### config.mk
export PLATFORM = sky130hd
export DESIGN_NAME = dmac_burst_master
export DESIGN_NICKNAME = d
export VERILOG_FILES = /design/src/rtl/dmac_pkg.sv /design/src/rtl/dmac_burst_buf.sv /design/src/rtl/dmac_burst_master.sv
export SDC_FILE = /design/constraint.sdc
export NUM_CORES = 1
export LEC_CHECK = 0
export CELL_PAD_IN_SITES_DETAIL_PLACEMENT = 0
export CELL_PAD_IN_SITES_GLOBAL_PLACEMENT = 1
export CORE_AREA = 2 2 154 156
export DETAILED_ROUTE_END_ITERATION = 10
export DIE_AREA = 0 0 156 158
export GPL_TIMING_DRIVEN = 0
export HOLD_SLACK_MARGIN = 0.05
export PLACE_DENSITY_LB_ADDON = 0.1
export SLEW_MARGIN = 15
export SYNTH_ARGS = -nofsm -noshare
export SYNTH_HDL_FRONTEND = slang
export SYNTH_HIERARCHICAL = 1
export SYNTH_SLANG_ARGS = --single-unit
export TNS_END_PERCENT = 50
### constraint.sdc
create_clock -name clk -period 7.05 [get_ports clk]
set_clock_uncertainty 0.2 [all_clocks]
set_input_delay 1.41 -clock clk [delete_from_list [all_inputs] [get_ports clk]]
set_output_delay 1.41 -clock clk [all_outputs]
set_load 0.02 [all_outputs]
### src/rtl/dmac_pkg.sv
// Shared FSM state encoding and opmode bit positions for the burst DMA master.
package dmac_pkg;

  typedef enum logic [2:0] {
    S_IDLE    = 3'd0,
    S_POP     = 3'd1,
    S_REQUEST = 3'd2,
    S_READ    = 3'd3,
    S_WRITE   = 3'd4,
    S_DONE    = 3'd5,
    S_GAP     = 3'd6
  } state_t;

  localparam int OPM_SRC_INC = 0;
  localparam int OPM_DST_INC = 1;

endpackage

### src/rtl/dmac_burst_buf.sv
// Burst staging buffer: BURST words, filled in read order and drained in the same order.
// Zero-latency read of the word at the read pointer; clr rewinds both pointers for the next burst.
module dmac_burst_buf #(
  parameter int DATA_W = 32,
  parameter int BURST  = 4
) (
  input  logic              clk,
  input  logic              reset_n,
  input  logic              clr,
  input  logic              we,
  input  logic [DATA_W-1:0] wdata,
  input  logic              re,
  output logic [DATA_W-1:0] rdata
);

  localparam int PW = (BURST > 1) ? $clog2(BURST) : 1;

  logic [DATA_W-1:0] mem [BURST];
  logic [PW-1:0]     wr_ptr;
  logic [PW-1:0]     rd_ptr;

  always_ff @(posedge clk or negedge reset_n) begin
    if (!reset_n) begin
      wr_ptr <= '0;
      rd_ptr <= '0;
      for (int i = 0; i < BURST; i++) mem[i] <= '0;
    end else if (clr) begin
      wr_ptr <= '0;
      rd_ptr <= '0;
    end else begin
      if (we) begin
        mem[wr_ptr] <= wdata;
        wr_ptr      <= wr_ptr + 1'b1;
      end
      if (re) rd_ptr <= rd_ptr + 1'b1;
    end
  end

  assign rdata = mem[rd_ptr];

endmodule

### src/rtl/dmac_burst_master.sv
// Descriptor-driven DMA master: pops descriptors, copies each in read-burst / write-burst chunks.
// Waits indefinitely for M_grant in REQUEST; grant loss mid-burst is a sticky error, op_clear aborts.
module dmac_burst_master
  import dmac_pkg::*;
#(
  parameter int ADDR_W = 8,
  parameter int DATA_W = 32,
  parameter int SIZE_W = 16,
  parameter int CNT_W  = 4,
  parameter int BURST  = 4
) (
  input  logic              clk,
  input  logic              reset_n,
  input  logic              op_start,
  input  logic              op_clear,
  input  logic [1:0]        opmode,
  input  logic [ADDR_W-1:0] sc_addr,
  input  logic [ADDR_W-1:0] ds_addr,
  input  logic [SIZE_W-1:0] data_size,
  input  logic [CNT_W-1:0]  data_count,
  output logic              rd_en,
  output logic              M_req,
  input  logic              M_grant,
  output logic              M_wr,
  output logic [ADDR_W-1:0] M_address,
  output logic [DATA_W-1:0] M_dout,
  input  logic [DATA_W-1:0] M_din,
  output logic              op_done,
  output logic              err,
  output logic              busy,
  output logic [2:0]        state,
  output logic [SIZE_W-1:0] xfer_count
);

  localparam int CW = $clog2(BURST) + 1;

  state_t            st;
  state_t            nxt;
  logic [ADDR_W-1:0] src;
  logic [ADDR_W-1:0] dst;
  logic [SIZE_W-1:0] remaining;
  logic [1:0]        mode;
  logic [CW-1:0]     chunk;
  logic [CW-1:0]     chunk_c;
  logic [CW-1:0]     rd_idx;
  logic [CW-1:0]     wr_idx;
  logic              buf_clr;
  logic              buf_we;
  logic              buf_re;
  logic [DATA_W-1:0] buf_rdata;

  assign chunk_c = (remaining < SIZE_W'(BURST)) ? CW'(remaining) : CW'(BURST);

  always_comb begin
    nxt = st;
    case (st)
      S_IDLE:    if (!op_clear && op_start) nxt = (data_count != '0) ? S_POP : S_DONE;
      S_POP: begin
        if (op_clear)               nxt = S_IDLE;
        else if (data_size != '0)   nxt = S_REQUEST;
        else if (data_count != '0)  nxt = S_POP;
        else                        nxt = S_DONE;
      end
      S_REQUEST: begin
        if (op_clear)     nxt = S_IDLE;
        else if (M_grant) nxt = S_READ;
      end
      S_READ: begin
        if (op_clear)             nxt = S_IDLE;
        else if (!M_grant)        nxt = S_DONE;
        else if (rd_idx == chunk) nxt = S_WRITE;
      end
      S_WRITE: begin
        if (op_clear)                    nxt = S_IDLE;
        else if (!M_grant)               nxt = S_DONE;
        else if (wr_idx == chunk - 1'b1) nxt = S_GAP;
      end
      S_GAP: begin
        if (op_clear)              nxt = S_IDLE;
        else if (remaining != '0)  nxt = S_REQUEST;
        else if (data_count != '0) nxt = S_POP;
        else                       nxt = S_DONE;
      end
      S_DONE:    if (op_clear) nxt = S_IDLE;
      default:   nxt = S_IDLE;
    endcase
  end

  // The pop is issued one cycle ahead so the FIFO output is valid during POP.
  assign rd_en = reset_n && (nxt == S_POP);

  always_ff @(posedge clk or negedge reset_n) begin
    if (!reset_n) begin
      st         <= S_IDLE;
      M_req      <= 1'b0;
      M_wr       <= 1'b0;
      busy       <= 1'b0;
      op_done    <= 1'b0;
      err        <= 1'b0;
      xfer_count <= '0;
      src        <= '0;
      dst        <= '0;
      remaining  <= '0;
      mode       <= '0;
      chunk      <= '0;
      rd_idx     <= '0;
      wr_idx     <= '0;
    end else begin
      st      <= nxt;
      M_req   <= (nxt inside {S_REQUEST, S_READ, S_WRITE});
      M_wr    <= (nxt == S_WRITE);
      busy    <= !(nxt inside {S_IDLE, S_DONE});
      op_done <= (nxt == S_DONE);

      if (st == S_IDLE && nxt != S_IDLE) begin
        err        <= 1'b0;
        xfer_count <= '0;
      end
      if (st == S_DONE && nxt == S_IDLE) begin
        err        <= 1'b0;
        xfer_count <= '0;
      end
      if ((st == S_READ || st == S_WRITE) && !op_clear && !M_grant) err <= 1'b1;

      if (st == S_POP) begin
        src       <= sc_addr;
        dst       <= ds_addr;
        remaining <= data_size;
        mode      <= opmode;
      end
      if (st == S_REQUEST) begin
        chunk  <= chunk_c;
        rd_idx <= '0;
        wr_idx <= '0;
      end
      if (st == S_READ && rd_idx != chunk) begin
        src    <= src + ADDR_W'(mode[OPM_SRC_INC]);
        rd_idx <= rd_idx + 1'b1;
      end
      // A write only counts once the bus still holds grant for it.
      if (st == S_WRITE && M_grant) begin
        dst    <= dst + ADDR_W'(mode[OPM_DST_INC]);
        wr_idx <= wr_idx + 1'b1;
        if (xfer_count != '1) xfer_count <= xfer_count + 1'b1;
        if (nxt == S_GAP)     remaining  <= remaining - SIZE_W'(chunk);
      end
    end
  end

  // Read data trails its address by one cycle, so the first READ cycle stores nothing.
  assign buf_we  = (st == S_READ) && (rd_idx != '0);
  assign buf_re  = (st == S_WRITE);
  assign buf_clr = !(st == S_READ || st == S_WRITE);

  dmac_burst_buf #(
    .DATA_W (DATA_W),
    .BURST  (BURST)
  ) u_buf (
    .clk     (clk),
    .reset_n (reset_n),
    .clr     (buf_clr),
    .we      (buf_we),
    .wdata   (M_din),
    .re      (buf_re),
    .rdata   (buf_rdata)
  );

  assign M_address = (st == S_READ) ? src : (st == S_WRITE) ? dst : '0;
  assign M_dout    = (st == S_WRITE) ? buf_rdata : '0;
  assign state     = st;

endmodule

==> reports/qor.log <==
[setup_path] critical path type input port to output port
[synthesis] share of synthesized flip-flops with an asynchronous set or reset 1.00
[synthesis] Cells after Synth 846
[timing] Setup violations, final 0
[synthesis] Synth Warn # 6
[clock_network] CTS Hold Bufs 0
[route] met2 layer wire length in the routed design 11700 um
[synthesis] part of the Yosys area used for sequential elements 0.486
[clock_network] clock tree buffer depth 2
[synthesis] leading area contributor after synthesis dfrtp_1
[global_routing] global-route wire length before repair 39900 um
[floorplanning] width of the die 156 um
[route] met3 wire length 985 um
[synthesis] xor-xnor portion of the synthesized cell area 0.0109
[setup_path] data required time of the worst path 5.44 ns
[min_path] Worst Hold Class flip-flop to flip-flop
[route] Antenna Nets Post-Route 0
[synthesis] combinational family with the most area after synthesis multiplexers
[clock_network] CTS tree yes
[layout] layout cell share with drive strength beyond 1 0.237
[synthesis] Simple-Gate Fraction of Synth Area 0.129
[synthesis] synthesized area per cell 12.1 um2
[placement] count of input and output buffers 139
[route] First-pass DRT Iterations 4
[placement] dpl ws 1.33 ns
[power_and_ir_drop] Pwr per Cell Area 218 nW/um2
[status] status complete, no violations
[clock_network] clock latency reported for the late side of the worst-skew pair 0.44 ns
[power_and_ir_drop] leakage dissipation 5.28 nW
[route] Highest Signal Layer met4
[power_and_ir_drop] worst ir drop on vdd 143 uV
[clock_network] number of cells upsized or downsized after cts 0
[clock_network] Worst-path clk slew 0.07 ns
[synthesis] most frequent cell after synthesis dfrtp_1
[power_and_ir_drop] combinational share of power 0.151
[setup_path] type of element launching the critical path input port
[synthesis] post-synthesis share of cell area spent on full adders, half adders and majority gates 0.0215
[job] MaxCap Viol Count 0
[clock_network] TritonCTS buffer count 17
[power_and_ir_drop] internal power 1.93 mW
[layout] antenna diode count 0
[route] routed wirelength normalized by instance count 18.9 um
[power_and_ir_drop] Switching Share 0.301
[synthesis] Post-Synthesis Net Count 938
[timing] worst slew pin tran 0.716 ns
[timing] setup repair after global routing missed its margin false
[timing] post-route fraction of the period consumed by the critical path 0.803
[floorplanning] top-level I/O count 140
[synthesis] unique cell type count in the Yosys netlist 69
[timing] final hold vios 0
[synthesis] most instantiated cells after synthesis dfrtp_1 (199), mux2_2 (119), nor2_1 (56), nand2_1 (55), and3_1 (39)
[global_routing] via count of the first global-routing pass 7326
[setup_path] element type at the critical path end output port
[floorplanning] area of the core 23100 um2
[timing] post-route minimum period 5.66 ns
[synthesis] top area cells in the synthesized netlist dfrtp_1 (49%), mux2_2 (13%), mux4_2 (7.0%), and3_1 (2.4%), nor2_1 (2.1%)
[placement] Detail Placement HPWL 17100 um
[clock_network] Post CTS Setup Buffer Count 0
[timing] crit path setup slack, layout 1.39 ns
[timing] Max Clk Rate 177 MHz
[clock_network] clock tree sinks 199
[power_and_ir_drop] Power, Total 2.77 mW
[floorplanning] starting density of the core 0.445
[synthesis] compound-gate portion of the synthesized area 0.0974
[floorplanning] Die Outline Area 24600 um2
[layout] final net count 1098
[global_routing] antenna violations before repair 0
[floorplanning] number of rows created at floorplan 56
[global_routing] Overall Global Routing Usage 0.210
[clock_network] H-tree depth reported by CTS 4
[layout] Area Growth Syn to Fin 23.6%
[global_routing] pin count of the biggest net entering global routing 85
[route] Iter 0 DRT Violations 414
[timing] Total Negative Setup Slacks 0 ns
[setup_path] Crit path arrival time 4.05 ns
[timing] Rel. slew slack 0.520
[route] Detailed Route WL 24800 um
[floorplanning] floorplan die height 158 um
[route] total via count after detailed routing 7318
[power_and_ir_drop] switching pwr 0.832 mW
[power_and_ir_drop] relative contribution of sequential cells to total power 0.494
[timing] number of pins exceeding their max-slew limit in the final report 0
[power_and_ir_drop] portion of total power attributed to the clock network 0.355
[route] wl on met1 11900 um
[global_routing] GRT overflow 0
[synthesis] Post-Synthesis Cell Area 10300 um2
[synthesis] multiplexer share of the synthesized area 0.214
[layout] filler instances 2058
[synthesis] number of synthesized register bits 199
[setup_path] largest fanout on the critical path 10
[clock_network] root buf cell clkbuf_16
[placement] final RePlAce weighted congestion 0.819
[route] number of remaining DRC errors 0
[synthesis] fraction of post-synthesis cell area in the top cell type by area 0.486
[route] mean number of vias per cell 5.59
[synthesis] primary flip-flop cell chosen by synthesis mapping dfrtp_1
[synthesis] number of enable flip-flop cells after synthesis 0
==> worst max-delay path: stages <==
cell and delay, ns:
clkdlybuf4s50_1 0.46, clkbuf_1 0.26, and4bb_2 0.34, nor2_1 0.16
a2bb2oi_1 0.12, a221oi_2 0.36, nand2b_1 0.15, nor2_1 0.15
clkdlybuf4s50_1 0.62
==> final cells by class <==
type                    count  area (um2)  share of cell area
flip-flops and latches    199        4980               0.393
multi-input cells         574        4840               0.382
repair buffers            141        1450               0.115
clock buffers              17         425              0.0336
well taps                 290         363              0.0286
plain buffers              53         357              0.0281
clock inverters            15         181              0.0143
inverters                  20        75.1             0.00592
==> power by group through the flow <==
stage	logic (mW)	registers, mW	clock network (mW)
finish	0.418	1.37	0.981
global route	0.473	1.39	1.06
CTS	0.423	1.36	1.01
detailed placement	0.422	1.39	0
global placement	0.414	1.39	0
floorplan	0.256	1.36	0
==> flip-flops by register name (all words and copies together), names as in the netlist, 2 cells and up <==
name          flops
rd_idx            3
mode              2
xfer_count       16
wr_idx            3
dst               8
chunk             3
remaining        16
u_buf/rd_ptr      2
state             3
u_buf/mem       128
u_buf/wr_ptr      2
src               8
==> final timing paths <==
kind                            slack (ns)             end     start  cells after the start
worst min-delay path                  0.29             err       err                      2
worst max-delay path                  1.39           rd_en   M_grant                      9
max in group asynchronous             4.90   u_buf/mem[44]   reset_n                      3
worst min register to register        0.29             err       err                      2
min in group asynchronous             0.66  xfer_count[12]   reset_n                      1
worst max register to register        3.98  u_buf/mem[125]  state[0]                      8
==> per-layer routing <==
metal  vias up  global-route usage
li1       3469                   -
met4         0              0.0463
met5         -                   0
met1      3684               0.302
met2       150               0.331
met3        15              0.0405
==> cell families after synthesis <==
group / count (synthesis)
simple gates: 240
buf+inv: 73
xor+xnor: 11
compound gates: 143
mux: 163
flops: 199
fa+ha+maj: 17
==> stage by stage <==
step           utilization  instance area (um2)  std cells  hold WS, ns
2_1_floorplan            -                10300        846        0.250
3_3_place_gp         0.521                12000       1275        0.267
3_5_place_dp         0.524                12100       1277        0.275
4_1_cts              0.550                12700       1309        0.292
5_1_grt              0.550                12700       1309        0.310
6_report             0.550                12700       1309        0.288
==> placed cells by master, fill, tap and decap left out, drive strengths merged, types with 32 or more instances in the layout <==
master / instances
clkbuf: 34
o21ai: 44
mux4: 32
nand2: 55
mux2: 128
dfrtp: 199
buf: 39
and3: 39
nor2: 56
clkdlybuf4s50: 138
(Power assumes the default switching activity.)
==> edit, RTL diff (config.mk and constraints unchanged) <==
Put one more register stage on the output `xfer_count`, with the module's reset. The value now appears one clock later. The other outputs are not delayed to match.
--- a/src/rtl/dmac_burst_master.sv
+++ b/src/rtl/dmac_burst_master.sv
@@ -35,2 +35,4 @@
   localparam int CW = $clog2(BURST) + 1;
+
+  logic [SIZE_W-1:0] xfer_count_s0;
 
@@ -99,3 +101,3 @@
       err        <= 1'b0;
-      xfer_count <= '0;
+      xfer_count_s0 <= '0;
       src        <= '0;
@@ -116,3 +118,3 @@
         err        <= 1'b0;
-        xfer_count <= '0;
+        xfer_count_s0 <= '0;
       end
@@ -120,3 +122,3 @@
         err        <= 1'b0;
-        xfer_count <= '0;
+        xfer_count_s0 <= '0;
       end
@@ -143,3 +145,3 @@
         wr_idx <= wr_idx + 1'b1;
-        if (xfer_count != '1) xfer_count <= xfer_count + 1'b1;
+        if (xfer_count_s0 != '1) xfer_count_s0 <= xfer_count_s0 + 1'b1;
         if (nxt == S_GAP)     remaining  <= remaining - SIZE_W'(chunk);
@@ -171,2 +173,10 @@
 
+  always_ff @(posedge clk or negedge reset_n) begin
+    if (!reset_n) begin
+      xfer_count <= '0;
+    end else begin
+      xfer_count <= xfer_count_s0;
+    end
+  end
+
 endmodule
Formal check against the unedited RTL: not equivalent (a bounded check fails within 10 cycles, from zero or initial values and one cycle with reset_n low).
==> edit against the original RTL <==
  * Synthesized cell count rose by 0.59%
  * Sequential share of layout area grew 1.4 points
  * Sequential power up 7%
  * Synthesized area is 3.2% higher
  * Setup slack worse by 170 ps
  * Total power up 15%
  * Cell area grew 4.3%
  * Wire length about the same
  * Sequential cell count up 16
  * Die area did not move
  * Largest cell class unchanged
  * Highest routed layer unchanged
==> edit: results (changes against the original RTL) <==
Clock buf/inv share 6.28% (was 4.79%); largest net degree at the start of global routing 99 (was 85); multi-input logic cell count 566 (was 574); register area 0.00538 mm2 (was 0.00498 mm2); fraction of synthesized area in multiplexers 20.8% (was 21.4%); Clock Path Buffers 3 (was 2); Slew Limit Headroom 39.4% (was 52.0%); outcome complete, no violations (unchanged); Total GRT Usage 20.6% (was 21.0%); Synth top cells by count 215 x dfrtp_1, 119 x mux2_2, 50 x nand2_1 (was 199 x dfrtp_1, 119 x mux2_2, 56 x nor2_1); crit path max fanout 7 (was 10); post-synthesis sequential area ratio 50.8% (was 48.6%); H-tree depth 1 (was 4); r2r setup slk 3560 ps (was 3980 ps); leak pwr 5.63 nW (was 5.28 nW); WHS Path Cells 0 (was 2); clk_lat worst skew 520 ps (was 440 ps); cts bufs inserted 24 (was 17); sw power 0.829 mW (was 0.832 mW); non-clock buffer count 193 (was 194); Starting DRT DRC Count 307 (was 414); I/O Buffers 138 (was 139); XOR/XNOR Fraction of Synth Area 1.12% (was 1.09%); num sequential 215 (was 199); min cycle time layout 5830 ps (was 5660 ps); Place WS 1210 ps (was 1330 ps); multi-input gate share of total cell area 36.3% (was 38.2%); buffer share of cell area 13.5% (was 14.3%); total power draw 3.18 mW (was 2.77 mW); largest cells by area after synthesis dfrtp_1 51%, mux2_2 13%, mux4_2 6.8% (was dfrtp_1 49%, mux2_2 13%, mux4_2 7.0%)
[edit: per-stage QoR]
| step | area [um2] | hold WS (ps) |
|---|---|---|
| after CTS | 13200 | 242 |
| final | 13200 | 238 |
| after floorplan | 10600 | 179 |
| after global placement | 12300 | 207 |
| after detailed placement | 12400 | 220 |
| after global routing | 13200 | 255 |
[edit: worst paths after layout]
kind	end	from
max in group asynchronous	remaining[9]$_DFF_PN0_	reset_n
max reg2reg	u_buf/mem[121]$_DFFE_PN0P_	state[2]$_DFF_PN0_
min in group asynchronous	xfer_count_s0[11]$_DFF_PN0_	reset_n
min	xfer_count[15]$_DFF_PN0_	xfer_count_s0[15]$_DFF_PN0_
max	rd_en	data_size[3]
min reg2reg	xfer_count[15]$_DFF_PN0_	xfer_count_s0[15]$_DFF_PN0_
[edit: layer usage]
metal	track usage (%)	vias up	part of all wire [%]
met1	30.0	3694	47
met4	4.24	0	1.4
met2	33.2	169	47
met3	2.96	32	4.5
met5	0	-	0
li1	-	3490	-
